--- src/rtl/scan_index_gen.sv ---
// Scan sequencer for multiplexed displays: steps idx through masked-in digits with dwell and blanking gap.
// All outputs registered (start is one cycle after run is sampled); no backpressure, run/digit_mask are levels.
module scan_index_gen #(
   parameter int IDX_W     = 3,
   parameter int DIV       = 50000,
   parameter int BLANK_CYC = 2
) (
   input  logic                    clk,
   input  logic                    rst_n,
   input  logic                    run,
   input  logic [(1<<IDX_W)-1:0]   digit_mask,
   output logic [IDX_W-1:0]        idx,
   output logic                    en,
   output logic                    frame_done
);

   localparam int N     = 1 << IDX_W;
   localparam int CNT_W = $clog2(DIV + 1);
   localparam int BLK_W = (BLANK_CYC > 0) ? $clog2(BLANK_CYC + 1) : 1;
   localparam logic [CNT_W-1:0] DWELL_LAST = CNT_W'(DIV - 1);
   localparam logic [BLK_W-1:0] GAP_LAST   = BLK_W'((BLANK_CYC > 0) ? BLANK_CYC - 1 : 0);

   typedef enum logic [1:0] {
      ST_IDLE,
      ST_SHOW,
      ST_BLANK
   } state_t;

   state_t            r_state, w_state_nxt;
   logic [IDX_W-1:0]  r_idx, w_idx_nxt;
   logic [CNT_W-1:0]  r_cnt, w_cnt_nxt;
   logic [BLK_W-1:0]  r_gap, w_gap_nxt;
   logic              r_en, w_en_nxt;
   logic              r_fd, w_fd_nxt;

   logic [IDX_W-1:0]  w_first_idx;
   logic [IDX_W-1:0]  w_step_idx;
   logic [IDX_W-1:0]  w_cand;
   logic              w_step_found;
   logic              w_mask_any;
   logic              w_advance;

   assign w_mask_any = |digit_mask;

   always_comb begin
      w_first_idx = '0;
      for (int i = N - 1; i >= 0; i--) begin
         if (digit_mask[i]) w_first_idx = IDX_W'(i);
      end
   end

   // Circular search from idx+1; the step of N lands back on idx, so the current digit is tried last.
   always_comb begin
      w_step_idx   = r_idx;
      w_step_found = 1'b0;
      w_cand       = '0;
      for (int i = 1; i <= N; i++) begin
         w_cand = r_idx + IDX_W'(i);
         if (!w_step_found && digit_mask[w_cand]) begin
            w_step_found = 1'b1;
            w_step_idx   = w_cand;
         end
      end
   end

   always_comb begin
      w_state_nxt = r_state;
      w_idx_nxt   = r_idx;
      w_cnt_nxt   = r_cnt;
      w_gap_nxt   = r_gap;
      w_fd_nxt    = 1'b0;
      w_advance   = 1'b0;

      if (!run) begin
         w_state_nxt = ST_IDLE;
         w_cnt_nxt   = '0;
         w_gap_nxt   = '0;
      end else begin
         case (r_state)
            ST_IDLE: begin
               if (w_mask_any) begin
                  w_state_nxt = ST_SHOW;
                  w_idx_nxt   = w_first_idx;
                  w_cnt_nxt   = '0;
               end
            end
            ST_SHOW: begin
               if (r_cnt == DWELL_LAST) begin
                  w_cnt_nxt = '0;
                  if (BLANK_CYC > 0) begin
                     w_state_nxt = ST_BLANK;
                     w_gap_nxt   = '0;
                  end else begin
                     w_advance = 1'b1;
                  end
               end else begin
                  w_cnt_nxt = r_cnt + CNT_W'(1);
               end
            end
            ST_BLANK: begin
               if (r_gap == GAP_LAST) begin
                  w_gap_nxt = '0;
                  w_advance = 1'b1;
               end else begin
                  w_gap_nxt = r_gap + BLK_W'(1);
               end
            end
            default: begin
               w_state_nxt = ST_IDLE;
            end
         endcase

         if (w_advance) begin
            if (w_mask_any) begin
               w_state_nxt = ST_SHOW;
               w_idx_nxt   = w_step_idx;
               w_fd_nxt    = (w_step_idx <= r_idx);
            end else begin
               w_state_nxt = ST_IDLE;
            end
         end
      end

      w_en_nxt = (w_state_nxt == ST_SHOW);
   end

   always_ff @(posedge clk or negedge rst_n) begin
      if (!rst_n) begin
         r_state <= ST_IDLE;
         r_idx   <= '0;
         r_cnt   <= '0;
         r_gap   <= '0;
         r_en    <= 1'b0;
         r_fd    <= 1'b0;
      end else begin
         r_state <= w_state_nxt;
         r_idx   <= w_idx_nxt;
         r_cnt   <= w_cnt_nxt;
         r_gap   <= w_gap_nxt;
         r_en    <= w_en_nxt;
         r_fd    <= w_fd_nxt;
      end
   end

   assign idx        = r_idx;
   assign en         = r_en;
   assign frame_done = r_fd;

endmodule

--- config.mk ---
export PLATFORM = sky130hd
export DESIGN_NAME = scan_index_gen
export DESIGN_NICKNAME = d
export VERILOG_FILES = /design/src/rtl/scan_index_gen.sv
export SDC_FILE = /design/constraint.sdc
export NUM_CORES = 1
export LEC_CHECK = 0
export BUFFER_PORTS_ARGS = -buffer_cell sky130_fd_sc_hd__buf_2
export CAP_MARGIN = 30
export CORE_MARGIN = 3
export CORE_UTILIZATION = 52
export DETAILED_ROUTE_END_ITERATION = 10
export PLACE_DENSITY_LB_ADDON = 0.3
export SETUP_SLACK_MARGIN = 0.15
export SLEW_MARGIN = 20
export SYNTH_ARGS = -nofsm -noshare
export SYNTH_HDL_FRONTEND = slang
export SYNTH_SLANG_ARGS = --single-unit
export TNS_END_PERCENT = 1
--- constraint.sdc ---
create_clock -name clk -period 3.3 [get_ports clk]
set_input_delay 0.99 -clock clk [delete_from_list [all_inputs] [get_ports clk]]
set_output_delay 0.99 -clock clk [all_outputs]
set_load 0.05 [all_outputs]
==> flow_summary.ini, run 1 <==
[outcome]
status = finished clean

[floorplanning]
std_cell_rows = 24
ioPinCount = 16
die_area_sq_um = 5445
start_util_pct = 54.51
dieWidth_um = 73.79
core-area_sq_um = 4384
die_h_um = 73.79

[detailed_routing]
vias_per_cell = 6.266
post_drt_wl_per_cell_um = 16.93
drt-initial-drc-count = 163
drc = 0
drt-total-wl_um = 6672
detail-route-antenna-nets = 0
first_pass_iters = 4
vias = 2469

[pwr]
p_clk_share_pct = 10.0
vdd_drop_max_v = 0.0004910
leakagePower_nw = 1.335
power_frac_seq_pct = 19.3
pwr-share-comb_pct = 70.7
p_sw_w = 0.0007696
powerDensity_nw_per_um2 = 590.0
internal-power_w = 0.001067
finalPower_w = 0.001837
swShare_pct = 41.90

[worst_setup_path]
critPathLaunchType = primary input
required_ps = 3500
r2r_end = frame_done
arrival_ps = 3400
cp_common_cell = a22o_1
r2r_cells = 12
crit_path_end_kind = register
critical_path.cell_chain = buf_2 > buf_6 > mux4_2 > mux2i_1 > a22o_1 > nor2b_1 > a22o_1 > ha_4 > a21o_1 > a21oi_2 > a31oi_1 > nor2_1
slowest_delay_ps = 430
r2r_start = idx[0]
crit_family = compound AO/OA/AOI/OAI gates
crit_buf_inv = 2
r2r_slack_ps = 180
cp_slowest_cell = mux4_2
path_max_fanout = 6
crit_type = in2reg

[clock_tree]
cts_inserted_buffers = 3
cts.clk_slew.worst_paths_ps = 90
hold_buffers = 0
cts.path.max_buffers = 2
root_buffer = clkbuf_8
cts.htree.levels = 1
cts.sinks = 25
clock_latency_ps = 270
cts_tree = built

[final_layout]
multi_input_area_sq_um = 1779
fin_nets = 360
area_growth_pct = 30.26
insertedDiodeCount = 0
drive_gt1_share_pct = 35.09
fin_area_sq_um = 3113
register_area_sq_um = 628.1
fillerInstances = 332

[sta]
clock_skew_ps = 3.255
max_freq_ghz = 0.3123
finalHoldWorstSlack_ps = 504.9
finalMaxSlewViolations = 0
finalCriticalPeriod_ps = 3202
finalHoldViolations = 0
tightest_slew_ps = 679.4
setup_violations = 0
setup_tns_ps = 0
max_slew_margin_pct = 54.71
rsz0062_at_grt = yes
post-route-period-util_pct = 97.03

[global_route]
use_met2_pct = 36.12
grt_util_met3_pct = 4.514
grt_antenna_before_repair = 0
grt-busiest-layer = met2
grt_pass1_wl_um = 10230
grtUsageTotal_pct = 23.46
grt_pass1_vias = 2169
globalRouteMet1Util_pct = 34.80
grt_max_degree = 26
grt_overflow_total = 0

[synth]
yosysTopAreaCell = dfrtp_1
synth_area_per_cell_sq_um = 8.298
synth_seq_cells = 25
synth-edff-count = 0
synthFlopType = dfrtp_1
netlist_area_sq_um = 2390
synthArstFlopShare_pct = 100.0
synth_common_cells = o21ai_0, nand2_1, nor2_1, dfrtp_1, mux2i_1
seq_area_frac_synth_pct = 26.18
synth_top_area_share_pct = 26.18
yosysMostFrequentCell = o21ai_0
synth_area_leaders = dfrtp_1, mux2i_1, o21ai_0
synth_cell_types = 54
synth_fp_nets = 305
netlist_instances = 288
synth-warning-count = 0

[hold_path]
hp-start = r_cnt[15]
min_path_type = reg2reg
min_to = r_cnt[15]
holdPathStages = 1

[place]
placed_cell_area_sq_um = 2786
dp_hpwl_um = 4449
io_buffers = 15
gp_congestion = 0.9923

[job]
cap_violations = 0
==> state kept, by name (all words and copies together) (netlist names) <==
signal,count
r_cnt,16
idx,3
r_state,2
frame_done,1
r_gap,2
en,1
==> repair_timing <==
| item | 4_1_cts | 5_1_grt |
|---|---|---|
| pin swaps | 2 | 8 |
| resized for setup | 4 | 35 |
| setup endpoints to repair | 1 | 1 |
| hold endpoints to repair | 0 | 0 |
| buffers inserted | 4 | 11 |
| gates cloned | 0 | 0 |
==> routing by layer <==
layer / part of all wire, % / up-vias
li1: - / 1181
met4: 1.0 / 0
met5: 0 / -
met1: 44 / 1168
met3: 7.8 / 10
met2: 47 / 110
==> worst max path at each step <==
stage,endpoint,cells after the start,start
finish,frame_done,12,digit_mask[6]
detailed placement,frame_done,13,digit_mask[6]
floorplan,frame_done,16,idx[0]
CTS,frame_done,14,idx[1]
global route,frame_done,12,digit_mask[0]
global placement,frame_done,13,digit_mask[6]
==> cell usage in the layout, fill, tap and decap left out, types with 3 or more instances in the layout <==
master | Yosys | final
a21oi_1 | 14 | 11
nand2b_1 | 3 | 3
and3_1 | 8 | 6
dfrtp_1 | 25 | 23
nand2_1 | 31 | 30
mux4_2 | 7 | 9
a22o_1 | 4 | 4
nor2_1 | 27 | 27
mux2i_2 | 0 | 7
buf_4 | 0 | 46
inv_1 | 12 | 10
nor4_1 | 5 | 5
o21a_1 | 3 | 3
ha_1 | 6 | 3
clkbuf_8 | 0 | 3
o31ai_1 | 4 | 4
buf_6 | 1 | 10
o21ai_0 | 32 | 30
a31oi_1 | 5 | 5
a21oi_2 | 0 | 3
nor3_1 | 6 | 6
buf_2 | 9 | 13
ha_4 | 0 | 3
mux2i_1 | 17 | 9
nand3_1 | 8 | 8
nor2b_1 | 5 | 5
==> power groups by stage <==
stage	Sequential [W]	Combinational (W)	Clock, W
final	0.000355	0.00130	0.000183
after global routing	0.000359	0.00139	0.000199
after CTS	0.000356	0.00109	0.000186
after detailed placement	0.000361	0.00105	0
after global placement	0.000361	0.00103	0
after floorplan	0.000384	0.000710	0
==> metrics by stage <==
stage	util, %	instances	setup WS, ps
2_1_floorplan	-	288	-81.83
3_3_place_gp	63.56	375	-81.44
3_5_place_dp	63.56	375	-174.8
4_1_cts	65.67	383	157.5
5_1_grt	71.00	394	7.556
6_report	71.00	394	97.89
==> cell type report <==
type                    count  area share (%)
flip-flops and latches     25           20.18
multi-input cells         230           57.15
repair buffers             70           17.44
clock buffers               4           1.447
well taps                  52           2.090
inverters                  13           1.688
==> worst register-to-register path, delay by kind of cell, from the launching register on <==
kind / cells / cell delay, ps
fa+ha+maj: 2 / 450
compound gates: 5 / 900
buf+inv: 1 / 100
mux: 2 / 730
simple gates: 2 / 420
flops: 1 / 450
==> kinds of logic (layout without fill, tap and decap cells) <==
family	Yosys count	in the layout	share of synthesized area (%)
AO/OA/AOI/OAI	87	87	24.56
XOR/XNOR	4	4	1.466
adder cells (fa/ha/maj)	6	6	3.141
buffers and inverters	33	87	5.968
flip-flops	25	25	26.18
multiplexers	30	30	18.11
AND/OR/NAND/NOR	103	103	20.58
Power figures use the tool's default switching activity.
==> run 2, diff against run 1 <==
- CORE_MARGIN: 3 -> 5
- CTS_BUF_LIST: not set -> sky130_fd_sc_hd__clkbuf_8
- CTS_CLUSTER_SIZE: not set -> 12
==> run 2 against run 1 <==
Effect of this change:
- register-to-register slack got worse by 20 ps
- wire length is 3.0% lower
- final cell count down 0.25%
- clock power shrank 3%
- combinational power fell by 7%
- power down 5.3%
==> flow_summary.ini, run 2 (synthesis gave the netlist of run 1 again) <==
[floorplanning]
ioPinCount = 16
std_cell_rows = 24
dieWidth_um = 77.79
start_util_pct = 54.14
core-area_sq_um = 4414
die_area_sq_um = 6051
die_h_um = 77.79

[sta]
max_freq_ghz = 0.3149
max_slew_margin_pct = 61.53
finalHoldWorstSlack_ps = 500.7
setup_violations = 0
tightest_slew_ps = 571.8
clock_skew_ps = 5.728
rsz0062_at_grt = yes
finalMaxSlewViolations = 0
post-route-period-util_pct = 96.24
setup_tns_ps = 0
finalCriticalPeriod_ps = 3176
layout_setup_ws_ps = 124.1
finalHoldViolations = 0

[final_layout]
drive_gt1_share_pct = 30.79
area_growth_pct = 25.08
final_common_cell = buf_4
final_cell_mix = buf_4, nand2_1, o21ai_0
insertedDiodeCount = 0
post-route-util_pct = 67.72
fin_nets = 359
fillerInstances = 358
largest_reg_flops = 16
top_register = r_cnt

[global_route]
grt_max_degree = 26
globalRouteMet1Util_pct = 29.34
grt_pass1_wl_um = 10620
grtUsageTotal_pct = 20.79
grt_overflow_total = 0
grt_antenna_before_repair = 0
grt_util_met3_pct = 2.662
grt_pass1_vias = 2352
grt-busiest-layer = met2
use_met2_pct = 34.31

[worst_setup_path]
crit_buf_inv = 2
crit_family = compound AO/OA/AOI/OAI gates
crit_path_end_kind = register
cp_slowest_cell = mux4_2
r2r_end = frame_done
crit_type = in2reg
r2r_slack_ps = 160
arrival_ps = 3340
slowest_delay_ps = 500
r2r_start = idx[0]
r2r_cells = 13
critical_path.cell_chain = buf_2 > buf_4 > mux2_2 > mux4_2 > a41oi_2 > a2bb2o_4 > a22o_1 > ha_1 > a21oi_1 > a31oi_1 > nor2_1
critPathLaunchType = primary input
path_max_fanout = 5
required_ps = 3460

[clock_tree]
cts.sinks = 25
cts.path.max_buffers = 2
cts.htree.levels = 1
cts_tree = built
root_buffer = clkbuf_8
cts_inserted_buffers = 3
clock_latency_ps = 270
cts.clk_slew.worst_paths_ps = 90
hold_buffers = 0

[job]
cap_violations = 0

[outcome]
status = finished clean

[pwr]
leakagePower_nw = 1.327
vdd_drop_max_v = 0.0003484
powerDensity_nw_per_um2 = 582.1

[detailed_routing]
first_pass_iters = 4
post_drt_wl_per_cell_um = 16.46
drt-initial-drc-count = 214
vias = 2453
vias_per_cell = 6.242
detail-route-antenna-nets = 0
drc = 0
drt-total-wl_um = 6469

[place]
io_buffers = 15
place_ws_ps = -146.7
dp_hpwl_um = 4612
gp_congestion = 0.8801

[hold_path]
min_to = r_cnt[15]
holdPathStages = 1
hp-start = r_cnt[15]
min_path_type = reg2reg
## run 2: cell types whose count changed in the layout (fill, tap and decap cells not counted), moves of 2 or more
cell,previous run,this run
a21oi_1,11,13
a21oi_2,3,1
buf_2,13,15
buf_4,46,51
buf_6,10,0
inv_1,10,12
mux2i_1,9,14
mux2i_2,7,2
## run 2: cell type report
| cell class | instances | area (sq um) | area share (%) |
|---|---|---|---|
| clock inverter | 1 | 3.754 | 0.1256 |
| sequential | 25 | 628.1 | 21.01 |
| tap | 52 | 65.06 | 2.177 |
| multi-input combinational | 230 | 1695 | 56.72 |
| timing repair buffer | 69 | 503.0 | 16.83 |
| inverter | 13 | 52.55 | 1.758 |
| clock buffer | 3 | 41.29 | 1.381 |
## run 2: report_power, final
part | total, W | switching (W) | internal (W)
Clock | 0.000178 | 0.0000944 | 0.0000832
Sequential | 0.000348 | 0.0000258 | 0.000322
Combinational | 0.00121 | 0.000600 | 0.000614
Total | 0.00174 | 0.000721 | 0.00102
## run 2: how the worst max path moves through the flow
stage                             start          to  slack, ps  cells after the start
after floorplan                  idx[0]  frame_done        -80                     16
after global placement    digit_mask[7]  frame_done        -90                     12
after detailed placement  digit_mask[7]  frame_done       -150                     13
after CTS                        idx[0]  frame_done        160                     13
after global routing             idx[0]  frame_done        -40                     14
final                     digit_mask[5]  frame_done        120                     11
## run 2: timing repair
| item | 4_1_cts | 5_1_grt |
|---|---|---|
| pin swaps | 1 | 5 |
| buffers inserted | 0 | 11 |
| setup endpoints to repair | 1 | 1 |
| gates resized for setup | 1 | 9 |
## run 2: layer usage
layer  part of all wire [%]  wire [um]
met1                     46       2989
met5                      0          0
met2                     48       3111
met4                   0.83         54
met3                    4.8        313
## run 2: stage by stage
step           cells  area (sq um)  power, W
2_1_floorplan    288          2444  0.001095
3_3_place_gp     378          2809  0.001381
3_5_place_dp     378          2809  0.001405
4_1_cts          382          2859  0.001585
5_1_grt          393          2989  0.001862
6_report         393          2989  0.001740
==> run 3, diff against run 2 <==
- RECOVER_POWER: not set -> 50
==> run 3 against run 2 <==
Effect of this change:
- non-clock buffer count stayed put
- sequential share of layout area hardly changed
- combinational power hardly changed
- global-route usage stayed put
- largest cell class unchanged
- highest routed layer unchanged
==> flow_summary.ini, run 3 (synthesis gave the netlist of run 1 again) <==
[place]
gp_congestion = 0.8801
placed_cell_area_sq_um = 2809
io_buffers = 15
dp_hpwl_um = 4612

[final_layout]
fillerInstances = 357
area_growth_pct = 25.03
multi_input_area_sq_um = 1695
register_area_sq_um = 628.1
drive_gt1_share_pct = 30.50
final_common_cell = buf_4
largest_reg_flops = 16
final_cell_mix = buf_4, nand2_1, o21ai_0
fin_nets = 359
top_register = r_cnt
fin_area_sq_um = 2988
insertedDiodeCount = 0

[detailed_routing]
post_drt_wl_per_cell_um = 16.46
drc = 0
vias_per_cell = 6.242
vias = 2453
drt-total-wl_um = 6468
detail-route-antenna-nets = 0
drt-initial-drc-count = 214
first_pass_iters = 4

[sta]
finalMaxSlewViolations = 0
setup_violations = 0
rsz0062_at_grt = yes
finalCriticalPeriod_ps = 3176
clock_skew_ps = 5.941
post-route-period-util_pct = 96.23
max_slew_margin_pct = 9.437
finalHoldWorstSlack_ps = 500.8
tightest_slew_ps = 1358
finalHoldViolations = 0
max_freq_ghz = 0.3149

[global_route]
grt_max_degree = 26
grtUsageTotal_pct = 20.79
grt_overflow_total = 0
grt_pass1_wl_um = 10620
grt_pass1_vias = 2352
grt_antenna_before_repair = 0

[floorplanning]
dieWidth_um = 77.79
core-area_sq_um = 4414
die_area_sq_um = 6051
die_h_um = 77.79
start_util_pct = 54.14
ioPinCount = 16
std_cell_rows = 24

[clock_tree]
cts.clk_slew.worst_paths_ps = 90
cts_tree = built
cts_inserted_buffers = 3
cts.sinks = 25
cts.path.max_buffers = 2
clock_latency_ps = 270
cts.htree.levels = 1
root_buffer = clkbuf_8

[pwr]
leakagePower_nw = 1.324
vdd_drop_max_v = 0.0003484
powerDensity_nw_per_um2 = 582.1

[worst_setup_path]
crit_type = in2reg
crit_path_end_kind = register
critical_path.cell_chain = buf_2 > buf_4 > mux2_2 > mux4_2 > a41oi_2 > a2bb2o_4 > a22o_1 > ha_1 > a21oi_1 > a31oi_1 > nor2_1
critPathLaunchType = primary input
path_max_fanout = 5
crit_buf_inv = 2
required_ps = 3460
cp_slowest_cell = mux4_2
crit_family = compound AO/OA/AOI/OAI gates
arrival_ps = 3340
slowest_delay_ps = 500

[job]
cap_violations = 0

[hold_path]
min_path_type = reg2reg

[outcome]
status = finished clean
==> run 3: changes by cell type in the layout (fill, tap and decap cells not counted), sizes merged <==
| cell | previous run | this run |
|---|---|---|
| buf | 68 | 67 |
| clkbuf | 4 | 5 |
==> run 3: layout make-up <==
class                           count  area share, %
Clock inverter                      1         0.1256
Sequential cell                    25          21.02
Tap cell                           52          2.178
Inverter                           13          1.759
Timing Repair Buffer               69          16.79
Multi-Input combinational cell    230          56.74
Clock buffer                        3          1.382
==> run 3: power by group <==
part	switching [W]	leakage (nW)	total, W	internal (W)
logic	0.000600	0.962	0.00121	0.000614
registers	0.0000258	0.336	0.000348	0.000322
clock network	0.0000946	0.0269	0.000178	0.0000832
==> run 3: per-stage QoR <==
stage	TNS [ps]	instances	power (W)	util [%]	setup WS (ps)
5_1_grt	-35.26	393	0.001862	67.69	-35.26
2_1_floorplan	-81.83	288	0.001095	-	-81.83
3_3_place_gp	-85.98	378	0.001381	63.63	-85.98
6_report	0	393	0.001739	67.69	124.3
3_5_place_dp	-146.7	378	0.001405	63.63	-146.7
4_1_cts	0	382	0.001585	64.77	160.1
==> run 3: repair_timing <==
| item | in CTS | in global routing |
|---|---|---|
| hold buffers | 0 | 0 |
| pin swaps | 1 | 5 |
| gates resized for setup | 1 | 9 |
| endpoints found under the setup margin | 1 | 1 |
| buffers inserted | 0 | 11 |
==> run 3: metal layers <==
layer / up-vias / global-route usage [%] / routed length [um]
li1: 1184 / - / -
met1: 1193 / 29.34 / 3003
met2: 70 / 34.31 / 3117
met3: 6 / 2.662 / 292
met4: 0 / 3.952 / 54
met5: - / 0 / 0
==> run 3: worst reg2reg max path, stage by stage (launching register included) <==
cell,delay (ps)
dfrtp_2,390
clkinvlp_4,140
ha_4,280
clkbuf_2,160
inv_1,130
mux4_2,560
buf_4,160
a41oi_2,170
a2bb2o_4,230
a22o_1,230
ha_1,310
a21oi_1,70
a31oi_1,150
nor2_1,50
==> run 3: path summary, 6_finish.rpt <==
| kind | start | to | slack, ps | cells past startpoint |
|---|---|---|---|---|
| max | digit_mask[5] | frame_done | 120 | 11 |
| min | r_cnt[15] | r_cnt[15] | 500 | 1 |
| max reg2reg | idx[0] | frame_done | 160 | 13 |
| min reg2reg | r_cnt[15] | r_cnt[15] | 500 | 1 |
| max in group asynchronous | rst_n | idx[1] | 1390 | 1 |
| min in group asynchronous | rst_n | r_cnt[3] | 1010 | 1 |
